**src/rtl/dmem_arbiter_if.sv**
```systemverilog
// Bundle of requester-side handshake and memory-side bus signals for dmem_arbiter.
// slave is the arbiter's view; master is the requesters'/memory's view.
interface dmem_arbiter_if;
  logic       req0;
  logic       req1;
  logic       we0;
  logic       we1;
  logic [7:0] addr0;
  logic [7:0] addr1;
  logic [7:0] wdata0;
  logic [7:0] wdata1;
  logic       ack0;
  logic       ack1;
  logic [7:0] rdata0;
  logic [7:0] rdata1;
  logic       mem_read;
  logic       mem_write;
  logic [7:0] mem_addr;
  logic [7:0] mem_wdata;
  logic [7:0] mem_rdata;
  logic       busy;
  logic       owner;

  modport slave (
    input  req0, req1, we0, we1, addr0, addr1, wdata0, wdata1, mem_rdata,
    output ack0, ack1, rdata0, rdata1, mem_read, mem_write, mem_addr, mem_wdata,
           busy, owner
  );

  modport master (
    output req0, req1, we0, we1, addr0, addr1, wdata0, wdata1, mem_rdata,
    input  ack0, ack1, rdata0, rdata1, mem_read, mem_write, mem_addr, mem_wdata,
           busy, owner
  );
endinterface

```
**src/rtl/dmem_arbiter.sv**
```systemverilog
// Two-port arbiter/sequencer for the 256x8 data memory: one transaction at a time.
// Define DMEM_ARB_RR_EN for round-robin tie-breaking; default is fixed priority to port 0.
module dmem_arbiter #(
  parameter int unsigned READ_WAIT = 1
) (
  input  logic           clk,
  input  logic           rst,
  dmem_arbiter_if.slave  bus
);

  typedef enum logic [1:0] {IDLE, WR, RD, DONE} state_t;

  localparam logic [3:0] WAIT_LOAD = 4'(READ_WAIT);

  state_t     state;
  logic [3:0] cnt;
  logic       any_req;
  logic       win;
  logic       win_we;
  logic [7:0] win_addr;
  logic [7:0] win_wdata;

`ifdef DMEM_ARB_RR_EN
  logic       rr_last;
`endif

  always_comb begin
    any_req = bus.req0 | bus.req1;
`ifdef DMEM_ARB_RR_EN
    // On a tie the port not served last wins; otherwise whoever is asking.
    if (bus.req0 && bus.req1) win = ~rr_last;
    else                      win = ~bus.req0;
`else
    win = ~bus.req0;
`endif
    win_we    = win ? bus.we1    : bus.we0;
    win_addr  = win ? bus.addr1  : bus.addr0;
    win_wdata = win ? bus.wdata1 : bus.wdata0;
  end

  always_ff @(posedge clk or posedge rst) begin
    if (rst) begin
      state         <= IDLE;
      cnt           <= 4'd0;
      bus.mem_read  <= 1'b0;
      bus.mem_write <= 1'b0;
      bus.ack0      <= 1'b0;
      bus.ack1      <= 1'b0;
      bus.busy      <= 1'b0;
      bus.owner     <= 1'b0;
      bus.mem_addr  <= 8'h00;
      bus.mem_wdata <= 8'h00;
      bus.rdata0    <= 8'h00;
      bus.rdata1    <= 8'h00;
`ifdef DMEM_ARB_RR_EN
      rr_last       <= 1'b1;
`endif
    end else begin
      bus.ack0 <= 1'b0;
      bus.ack1 <= 1'b0;
      case (state)
        IDLE: begin
          if (any_req) begin
            bus.owner     <= win;
            bus.mem_addr  <= win_addr;
            bus.mem_wdata <= win_wdata;
            bus.busy      <= 1'b1;
            cnt           <= WAIT_LOAD;
`ifdef DMEM_ARB_RR_EN
            rr_last       <= win;
`endif
            if (win_we) begin
              bus.mem_write <= 1'b1;
              state         <= WR;
            end else begin
              bus.mem_read  <= 1'b1;
              state         <= RD;
            end
          end
        end
        WR: begin
          bus.mem_write <= 1'b0;
          bus.ack0      <= ~bus.owner;
          bus.ack1      <= bus.owner;
          state         <= DONE;
        end
        RD: begin
          // mem_rdata has settled by the last read cycle; capture on that edge.
          if (cnt == 4'd1) begin
            if (bus.owner) bus.rdata1 <= bus.mem_rdata;
            else           bus.rdata0 <= bus.mem_rdata;
            bus.mem_read <= 1'b0;
            bus.ack0     <= ~bus.owner;
            bus.ack1     <= bus.owner;
            state        <= DONE;
          end else begin
            cnt <= cnt - 4'd1;
          end
        end
        DONE: begin
          bus.busy <= 1'b0;
          state    <= IDLE;
        end
        default: state <= IDLE;
      endcase
    end
  end

endmodule

```
**src/flat_wrapper.sv**
```systemverilog
// flat-port wrapper written by rule: the top's interface ports become plain ports
module dmem_arbiter_flat 
#(
  parameter int unsigned READ_WAIT = 1
)
  (clk, rst, bus_req0, bus_req1, bus_we0, bus_we1, bus_addr0, bus_addr1, bus_wdata0, bus_wdata1, bus_mem_rdata, bus_ack0, bus_ack1, bus_rdata0, bus_rdata1, bus_mem_read, bus_mem_write, bus_mem_addr, bus_mem_wdata, bus_busy, bus_owner);
  dmem_arbiter_if bus_i ();
  input  logic clk;
  input  logic rst;
  input wire logic [$bits(bus_i.req0)-1:0] bus_req0;
  input wire logic [$bits(bus_i.req1)-1:0] bus_req1;
  input wire logic [$bits(bus_i.we0)-1:0] bus_we0;
  input wire logic [$bits(bus_i.we1)-1:0] bus_we1;
  input wire logic [$bits(bus_i.addr0)-1:0] bus_addr0;
  input wire logic [$bits(bus_i.addr1)-1:0] bus_addr1;
  input wire logic [$bits(bus_i.wdata0)-1:0] bus_wdata0;
  input wire logic [$bits(bus_i.wdata1)-1:0] bus_wdata1;
  input wire logic [$bits(bus_i.mem_rdata)-1:0] bus_mem_rdata;
  output wire logic [$bits(bus_i.ack0)-1:0] bus_ack0;
  output wire logic [$bits(bus_i.ack1)-1:0] bus_ack1;
  output wire logic [$bits(bus_i.rdata0)-1:0] bus_rdata0;
  output wire logic [$bits(bus_i.rdata1)-1:0] bus_rdata1;
  output wire logic [$bits(bus_i.mem_read)-1:0] bus_mem_read;
  output wire logic [$bits(bus_i.mem_write)-1:0] bus_mem_write;
  output wire logic [$bits(bus_i.mem_addr)-1:0] bus_mem_addr;
  output wire logic [$bits(bus_i.mem_wdata)-1:0] bus_mem_wdata;
  output wire logic [$bits(bus_i.busy)-1:0] bus_busy;
  output wire logic [$bits(bus_i.owner)-1:0] bus_owner;
  assign bus_i.req0 = bus_req0;
  assign bus_i.req1 = bus_req1;
  assign bus_i.we0 = bus_we0;
  assign bus_i.we1 = bus_we1;
  assign bus_i.addr0 = bus_addr0;
  assign bus_i.addr1 = bus_addr1;
  assign bus_i.wdata0 = bus_wdata0;
  assign bus_i.wdata1 = bus_wdata1;
  assign bus_i.mem_rdata = bus_mem_rdata;
  assign bus_ack0 = bus_i.ack0;
  assign bus_ack1 = bus_i.ack1;
  assign bus_rdata0 = bus_i.rdata0;
  assign bus_rdata1 = bus_i.rdata1;
  assign bus_mem_read = bus_i.mem_read;
  assign bus_mem_write = bus_i.mem_write;
  assign bus_mem_addr = bus_i.mem_addr;
  assign bus_mem_wdata = bus_i.mem_wdata;
  assign bus_busy = bus_i.busy;
  assign bus_owner = bus_i.owner;
  dmem_arbiter #(.READ_WAIT(READ_WAIT)) u_core (.clk(clk), .rst(rst), .bus(bus_i));
endmodule
```
**config.mk**
```make
export PLATFORM = sky130hd
export DESIGN_NAME = dmem_arbiter_flat
export DESIGN_NICKNAME = d
export VERILOG_FILES = /design/src/rtl/dmem_arbiter_if.sv /design/src/rtl/dmem_arbiter.sv /design/src/flat_wrapper.sv
export SDC_FILE = /design/constraint.sdc
export NUM_CORES = 1
export LEC_CHECK = 0
export CORE_MARGIN = 5
export CORE_UTILIZATION = 40
export DETAILED_ROUTE_END_ITERATION = 8
export GPL_TIMING_DRIVEN = 1
export PLACE_DENSITY = 0.76
export SYNTH_ARGS = -nofsm -noshare
export SYNTH_HDL_FRONTEND = slang
export SYNTH_SLANG_ARGS = --single-unit
```
**constraint.sdc**
```tcl
create_clock -name clk -period 2.24 [get_ports clk]
set_clock_uncertainty 0.05 [all_clocks]
set_input_delay 0.336 -clock clk [delete_from_list [all_inputs] [get_ports clk]]
set_output_delay 0.336 -clock clk [all_outputs]
set_load 0.005 [all_outputs]
```
# --- Word-level counts from Yosys, hierarchy flattened ---
# Index checks and enable logic that the tools add are counted.
word_totals:
  regBits: 44
  out_inout_bits: 38
  wordCells: 60
classes:
  add_sub_neg: 1
  n_eq_ne: 9
  mux: 23
  bitwise: 3
  n_reduce_logical: 12
op_table:
  columns: ["op", "n"]
  rows:
  - ["2-to-1 mux 8 bit", 2]
  - ["AND reduction 3 bit", 4]
  - ["one-hot mux 1 bit (2 select lines)", 5]
  - ["2-to-1 mux 1 bit", 9]
  - ["2-to-1 mux 4 bit", 2]
  - ["one-hot mux 2 bit (4 select lines)", 1]
  - ["one-hot mux 4 bit (2 select lines)", 1]
  - ["2-to-1 mux 2 bit", 3]
  - ["!= test 2 x 1 -> 1 bit, second input constant", 3]
  - ["AND reduction 2 bit", 3]
  - ["nonzero test 2 bit", 3]
  - ["equality test 2 bit, second input constant", 2]
  - ["equality test 4 x 1 -> 1 bit, second input constant", 1]
  - ["!= test 2 bit, second input constant", 2]
  - ["AND reduction 4 bit", 1]
  - ["subtractor 4 x 1 -> 4 bit, second input constant", 1]
  - ["equality test 2 x 1 -> 1 bit, second input constant", 1]
  - ["logical NOT 2 bit", 1]
  - ["inverter 1 bit", 2]
  - ["OR 1 bit", 1]

# --- Depth between registers and ports, before layout ---
# Gate-level depths: netlist of run 1.
depth:
  ltp_word: 4
  mapped_depth: 6
  depth_no_buf: 5

# --- Worst setup path after synthesis of run 1 ---
# Ideal clock, no wire load.
synth_timing:
  path_type: "register to register"
  from: "reg u_core.cnt[1]"
  to: "reg u_core.bus.rdata0[0]"
  t_arrival_ns: 1.718
  slack_ns: 0.347
  stages_incl_launch_ff: 7
  n_path_buf: 1
  path_cell_list: "dfrtp_1 inv_1 ha_1 or3b_1 buf_2 nor3_4 mux2_2"
synth_via:
  elab_chain_len: 2
synth_rtl:
  columns: ["item", "line", "rtl"]
  rows:
  - ["from (decl)", "dmem_arbiter.sv:16", "logic [3:0] cnt;"]
  - ["from (signal assigned)", "dmem_arbiter.sv:97", "cnt <= cnt - 4'd1;"]
  - ["equality test 4 x 1 -> 1 bit", "dmem_arbiter.sv:89", "if (cnt == 4'd1) begin"]
  - ["AND reduction 3 bit (no line)", null, null]
  - ["to (signal assigned)", "dmem_arbiter.sv:91", "else bus.rdata0 <= bus.mem_rdata;"]
  - ["to (decl)", "dmem_arbiter_if.sv:26", "output ack0, ack1, rdata0, rdata1, mem_read, mem_write, mem_addr, mem_wdata,"]
# No other way between the ends.
# A chain may end at the register's enable or synchronous reset.

# --- Final worst setup path of run 1 ---
layout_timing:
  from: "reg u_core.cnt[1]"
  to: "reg u_core.bus.rdata0[7]"
# Same word-level chain as after synthesis.

==> impl_metrics.tcl, run 1 <==
set metrics [dict create \
    grt_pass1_wl_um 7360 \
    synth_edf_count 0 \
    final_hold_viol_count 0 \
    ctsResizeCount 0 \
    place_area_um2 3000 \
    cp_top_family "simple AND/OR/NAND/NOR gates" \
    finalSetupViolCount 0 \
    grt_pass1_vias 1675 \
    arrival_ps 2200 \
    antenna_cells 0 \
    vdd.ir_drop.worst_mv 0.489 \
    multi_input_area_um2 877 \
    cap_violations 0 \
    fp-row-count 26 \
    period_needed_ps 2080 \
    h-tree-depth 2 \
    regArea_um2 1100 \
    p_switching_mw 1.15 \
    setup_slack_ps 164 \
    portBuffers 83 \
    drt_pass1_iterations 4 \
    cts_setup_buffers 0 \
    status "finished clean" \
    final_area_um2 3070 \
    cp-end-kind "register" \
    core_um2 5040 \
    yosysWarnings 0 \
    leakage_nw 1.34 \
    cts_made_buffers 5 \
    pwr-share-clk_pct 12.5 \
    synth_ff_type "dfrtp_1" \
    finalMaxSlewViolations 0 \
    dp_slack_ps 168 \
    synth_seq_area_share_pct 54.0 \
    p_sw_share_pct 31.8 \
    antenna_found_initial 0 \
    ys_async_sr_fraction_pct 100 \
    grt_max_degree 45 \
    worstSetupPathType "register to register" \
    internal_power_mw 2.47 \
    cp.required_ps 2360 \
    drc 0 \
    synth_cells 177 \
    tns_ps 0 \
    rr_startpoint "u_core.cnt[1]" \
    synth_top_area_share_pct 54.0 \
    synth_seq_cells 44 \
    hold_buffers 0 \
    yosysMostFrequentCell "dfrtp_1" \
    finalCritPeriodShare_pct 92.7 \
    slew-limit-headroom_pct 73.0 \
    cts_tree "built" \
    synth.area.top_cells "dfrtp_1 54%, mux2_2 9.4%, mux2i_1 8.8%, o21ai_0 5.6%, ha_1 3.7%" \
    worst_pin_slew_ps 403 \
    die_w_um 81.4 \
    antenna_left 0 \
    yosys-top-cells-count "44 x dfrtp_1, 23 x o21ai_0, 19 x nand2_1" \
    crit_buf_inv 1 \
    vias_per_cell 4.78 \
    p_per_area_nw_per_um2 1180 \
    combPwrFrac_pct 49.0 \
    cp-start-kind "register" \
    initial_utilization_pct 40.4 \
    yosys.area.top_type "dfrtp_1" \
    clk_latency_ps 280 \
    cts_sinks 44 \
    wl_per_cell_um 13.3 \
    max_freq_ghz 0.482 \
    ys_types 33 \
    die_h_um 81.4 \
    worstSetupStartpoint "u_core.cnt[1]" \
    fp.dieArea_um2 6630 \
    ios 84 \
    drtIter0Drc 83 \
    hp-class "primary input to async pin" \
    routed_wl_um 4480 \
    synth_nets 229 \
    grt_overflow_total 0 \
    avgSynthCellArea_um2 11.5 \
    area_delta_synth_final_pct 50.7 \
    cpPeakStageDelay_ps 480 \
    seqPwrFrac_pct 38.6 \
    hpwl_um 3590 \
    clk_pin_slew_ps 70 \
    fill_cells 444 \
    drive_gt1_share_pct 14.2 \
    crit_chain "inv_1, ha_1, or3b_1, nor3_4, mux2_2" \
    vias 1612 \
    grt_usage_pct 14.3 \
    syn_area_um2 2040 \
    final_nets 319 \
    rsz0062_at_grt "no" \
    cp_slowest_cell "or3b_1" \
    gp_congestion 0.825 \
    cts_buffer_depth 2 \
    root_buffer "clkbuf_8" \
    crit_fanout 8 \
]
[layout by cell type, fill, tap and decap left out, types with 2 or more instances in the layout]
cell / instances
clkdlybuf4s50_1: 83
mux2_2: 17
nor2_1: 6
or4_1: 2
nand3_1: 2
o21ai_0: 23
a21oi_1: 5
a31oi_1: 2
clkbuf_8: 5
nor3b_1: 2
dfrtp_1: 44
buf_4: 7
ha_1: 6
nand2_1: 19
mux2i_1: 18
inv_1: 6
[worst paths after layout]
path | endpoint | slack, ps | cells after the start
max | u_core.bus.rdata0[7] | 160 | 5
min | u_core.bus.rdata1[7] | 370 | 3
max reg2reg | u_core.bus.rdata0[7] | 160 | 5
min reg2reg | u_core.bus.mem_addr[4] | 430 | 2
max in group asynchronous | u_core.bus.rdata1[1] | 1570 | 3
min in group clk | u_core.bus.mem_addr[4] | 430 | 2
[layout make-up]
type,instances,share of cell area [%]
Sequential cell,44,35.8
Timing Repair Buffer,91,29.4
Multi-Input combinational cell,118,28.5
Tap cell,70,2.85
Clock buffer,6,2.36
Inverter,7,0.855
Clock inverter,1,0.163
[registers in the layout, indices dropped and copies added (netlist names), 2 cells and up]
name                  count
u_core.bus.rdata1         8
u_core.bus.mem_wdata      8
u_core.bus.mem_addr       8
u_core.cnt                4
u_core.state              2
u_core.bus.rdata0         8
[cell families (layout without fill, tap and decap cells)]
family                   count (synthesis)  in the layout  share of synthesized area (%)
flip-flops                              44             44                           54.0
AO/OA/AOI/OAI                           37             37                           10.3
buffers and inverters                   15            105                           3.19
AND/OR/NAND/NOR                         40             40                           10.6
multiplexers                            35             35                           18.2
adder cells (fa/ha/maj)                  6              6                           3.68
[worst min-delay path: cells and delay by family]
kind / cells / cell delay (ps)
buffers and inverters: 3 / 740
[metrics by stage]
step                      hold slack [ps]  utilization [%]  std cells  power (mW)
after detailed placement              419             59.4        330        3.22
after CTS                             376             60.9        337        3.69
final                                 367             60.9        337        3.63
after global placement                410             59.4        330        3.17
after floorplan                       423                -        177        2.23
after global routing                  415             60.9        337        3.94
[power by group through the flow]
stage | sequential [mW] | combinational (mW) | clock, mW
final | 1.40 | 1.78 | 0.453
after global routing | 1.46 | 1.98 | 0.510
after CTS | 1.41 | 1.81 | 0.475
after detailed placement | 1.42 | 1.80 | 0
after global placement | 1.40 | 1.77 | 0
after floorplan | 1.42 | 0.813 | 0
[routing by layer]
layer | vias up | GRT usage [%] | wire (µm)
met5 | - | 0 | 0
met4 | 0 | 3.38 | 33
met3 | 5 | 6.32 | 508
met2 | 58 | 24.8 | 2270
met1 | 748 | 16.1 | 1680
li1 | 801 | - | -
No activity file was read; power rests on OpenSTA's default activity.
==> inputs of run 2 (changes only) <==
--- a/config.mk
+++ b/config.mk
@@ -5,6 +5,7 @@
 export SDC_FILE = /design/constraint.sdc
 export NUM_CORES = 1
 export LEC_CHECK = 0
+export CORE_ASPECT_RATIO = 0.9
 export CORE_MARGIN = 5
 export CORE_UTILIZATION = 40
 export DETAILED_ROUTE_END_ITERATION = 8
==> impl_metrics.tcl, run 2 (synthesis results as in run 1) <==
set metrics [dict create \
    period_needed_ps 2100 \
    rr_worst_depth 5 \
    area_delta_synth_final_pct 51.1 \
    drive_gt1_share_pct 13.6 \
    rr_startpoint "u_core.cnt[1]" \
    fp-row-count 24 \
    clk_latency_ps 290 \
    vdd.ir_drop.worst_mv 0.555 \
    final_area_um2 3080 \
    crit_chain "inv_1, ha_1, or3b_1, nor3_4, mux2_2" \
    grt_usage_pct 13.5 \
    fill_cells 406 \
    final_nets 316 \
    power_mw 3.77 \
    grt_pass1_wl_um 7220 \
    cap_violations 0 \
    hpwl_um 3380 \
    cts_tree "built" \
    drt_pass1_iterations 4 \
    cp-start-kind "register" \
    rsz0062_at_grt "no" \
    wl_per_cell_um 13.3 \
    cts_sinks 44 \
    hp-class "primary input to async pin" \
    grt_max_degree 45 \
    finalCritPeriodShare_pct 93.9 \
    ctsResizeCount 0 \
    cpPeakStageDelay_ps 480 \
    cts_setup_buffers 0 \
    clk_pin_slew_ps 90 \
    cp-end-kind "register" \
    worst_pin_slew_ps 526 \
    worstSetupPathType "register to register" \
    vias 1563 \
    p_per_area_nw_per_um2 1220 \
    portBuffers 83 \
    hold_buffers 0 \
    antenna_found_initial 0 \
    cts_buffer_depth 2 \
    cp.required_ps 2370 \
    leakage_nw 1.34 \
    fp.dieArea_um2 6630 \
    mostFrequentLayoutCells "83 x clkdlybuf4s50_1, 44 x dfrtp_1, 23 x o21ai_0" \
    antenna_cells 0 \
    gp_congestion 0.767 \
    core_um2 4890 \
    die_h_um 77.7 \
    h-tree-depth 2 \
    initial_utilization_pct 41.7 \
    place_area_um2 2970 \
    status "finished clean" \
    grt_overflow_total 0 \
    timing.rr.end "u_core.bus.rdata0[3]" \
    drc 0 \
    grt_pass1_vias 1537 \
    finalSetupViolCount 0 \
    antenna_left 0 \
    arrival_ps 2230 \
    r2r_slack_ps 140 \
    drtIter0Drc 57 \
    final_hold_viol_count 0 \
    crit_fanout 8 \
    cp_slowest_cell "or3b_1" \
    slew-limit-headroom_pct 65.0 \
    root_buffer "clkbuf_8" \
    holdWs_ps 418 \
    cts_made_buffers 5 \
    final_common_cell "clkdlybuf4s50_1" \
    finalMaxSlewViolations 0 \
    cp_top_family "simple AND/OR/NAND/NOR gates" \
    die_w_um 85.3 \
    crit_buf_inv 1 \
    max_freq_ghz 0.475 \
    tns_ps 0 \
    routed_wl_um 4400 \
    ios 84 \
    vias_per_cell 4.74 \
]
-- run 2: final cells by class --
type	count	area (µm²)	share of cell area, %
Clock buffer	5	68.8	2.23
Tap cell	65	81.3	2.64
Sequential cell	44	1100	35.7
Timing Repair Buffer	88	881	28.6
Clock inverter	3	46.3	1.50
Multi-Input combinational cell	118	877	28.5
Inverter	7	26.3	0.853
-- run 2: power breakdown --
group | switching (mW) | internal (mW) | leakage (nW)
combinational | 0.688 | 1.08 | 0.750
clock | 0.272 | 0.336 | 0.0548
sequential | 0.221 | 1.17 | 0.537
total | 1.18 | 2.59 | 1.34
-- run 2: stage by stage --
stage,cells,util (%),setup WS [ps]
floorplan,177,-,347
global placement,322,60.6,241
detailed placement,322,60.6,160
CTS,330,63.0,146
global route,330,63.0,24.4
finish,330,63.0,136
-- run 2: routing by layer --
| metal | track usage [%] | vias to the layer above | routed length, µm |
|---|---|---|---|
| li1 | - | 797 | - |
| met1 | 17.7 | 687 | 1950 |
| met2 | 20.6 | 72 | 1940 |
| met3 | 5.51 | 7 | 479 |
| met4 | 3.80 | 0 | 37 |
| met5 | 0 | - | 0 |
-- run 2: worst reg2reg max path: stages, from the launching register on --
cell and delay [ps]:
dfrtp_1 410, inv_1 110, ha_1 170, or3b_1 480, nor3_4 390, mux2_2 390
-- run 2: how the worst max path moves through the flow --
stage / cells after the start / slack (ps) / start / endpoint
after floorplan: 6 / 350 / u_core.cnt[1] / u_core.bus.rdata0[0]
after global placement: 5 / 240 / u_core.cnt[1] / u_core.bus.rdata0[2]
after detailed placement: 5 / 160 / u_core.cnt[1] / u_core.bus.rdata0[6]
after CTS: 5 / 150 / u_core.cnt[1] / u_core.bus.rdata0[3]
after global routing: 5 / 20 / u_core.cnt[1] / u_core.bus.rdata0[3]
final: 5 / 140 / u_core.cnt[1] / u_core.bus.rdata0[3]
==> inputs of run 3 (changes only) <==
--- a/config.mk
+++ b/config.mk
@@ -14,3 +14,4 @@
 export SYNTH_ARGS = -nofsm -noshare
 export SYNTH_HDL_FRONTEND = slang
 export SYNTH_SLANG_ARGS = --single-unit
+export TNS_END_PERCENT = 5
==> results of run 3 <==
Same layout as run 2: the final DEF is identical, and so are final timing and power.
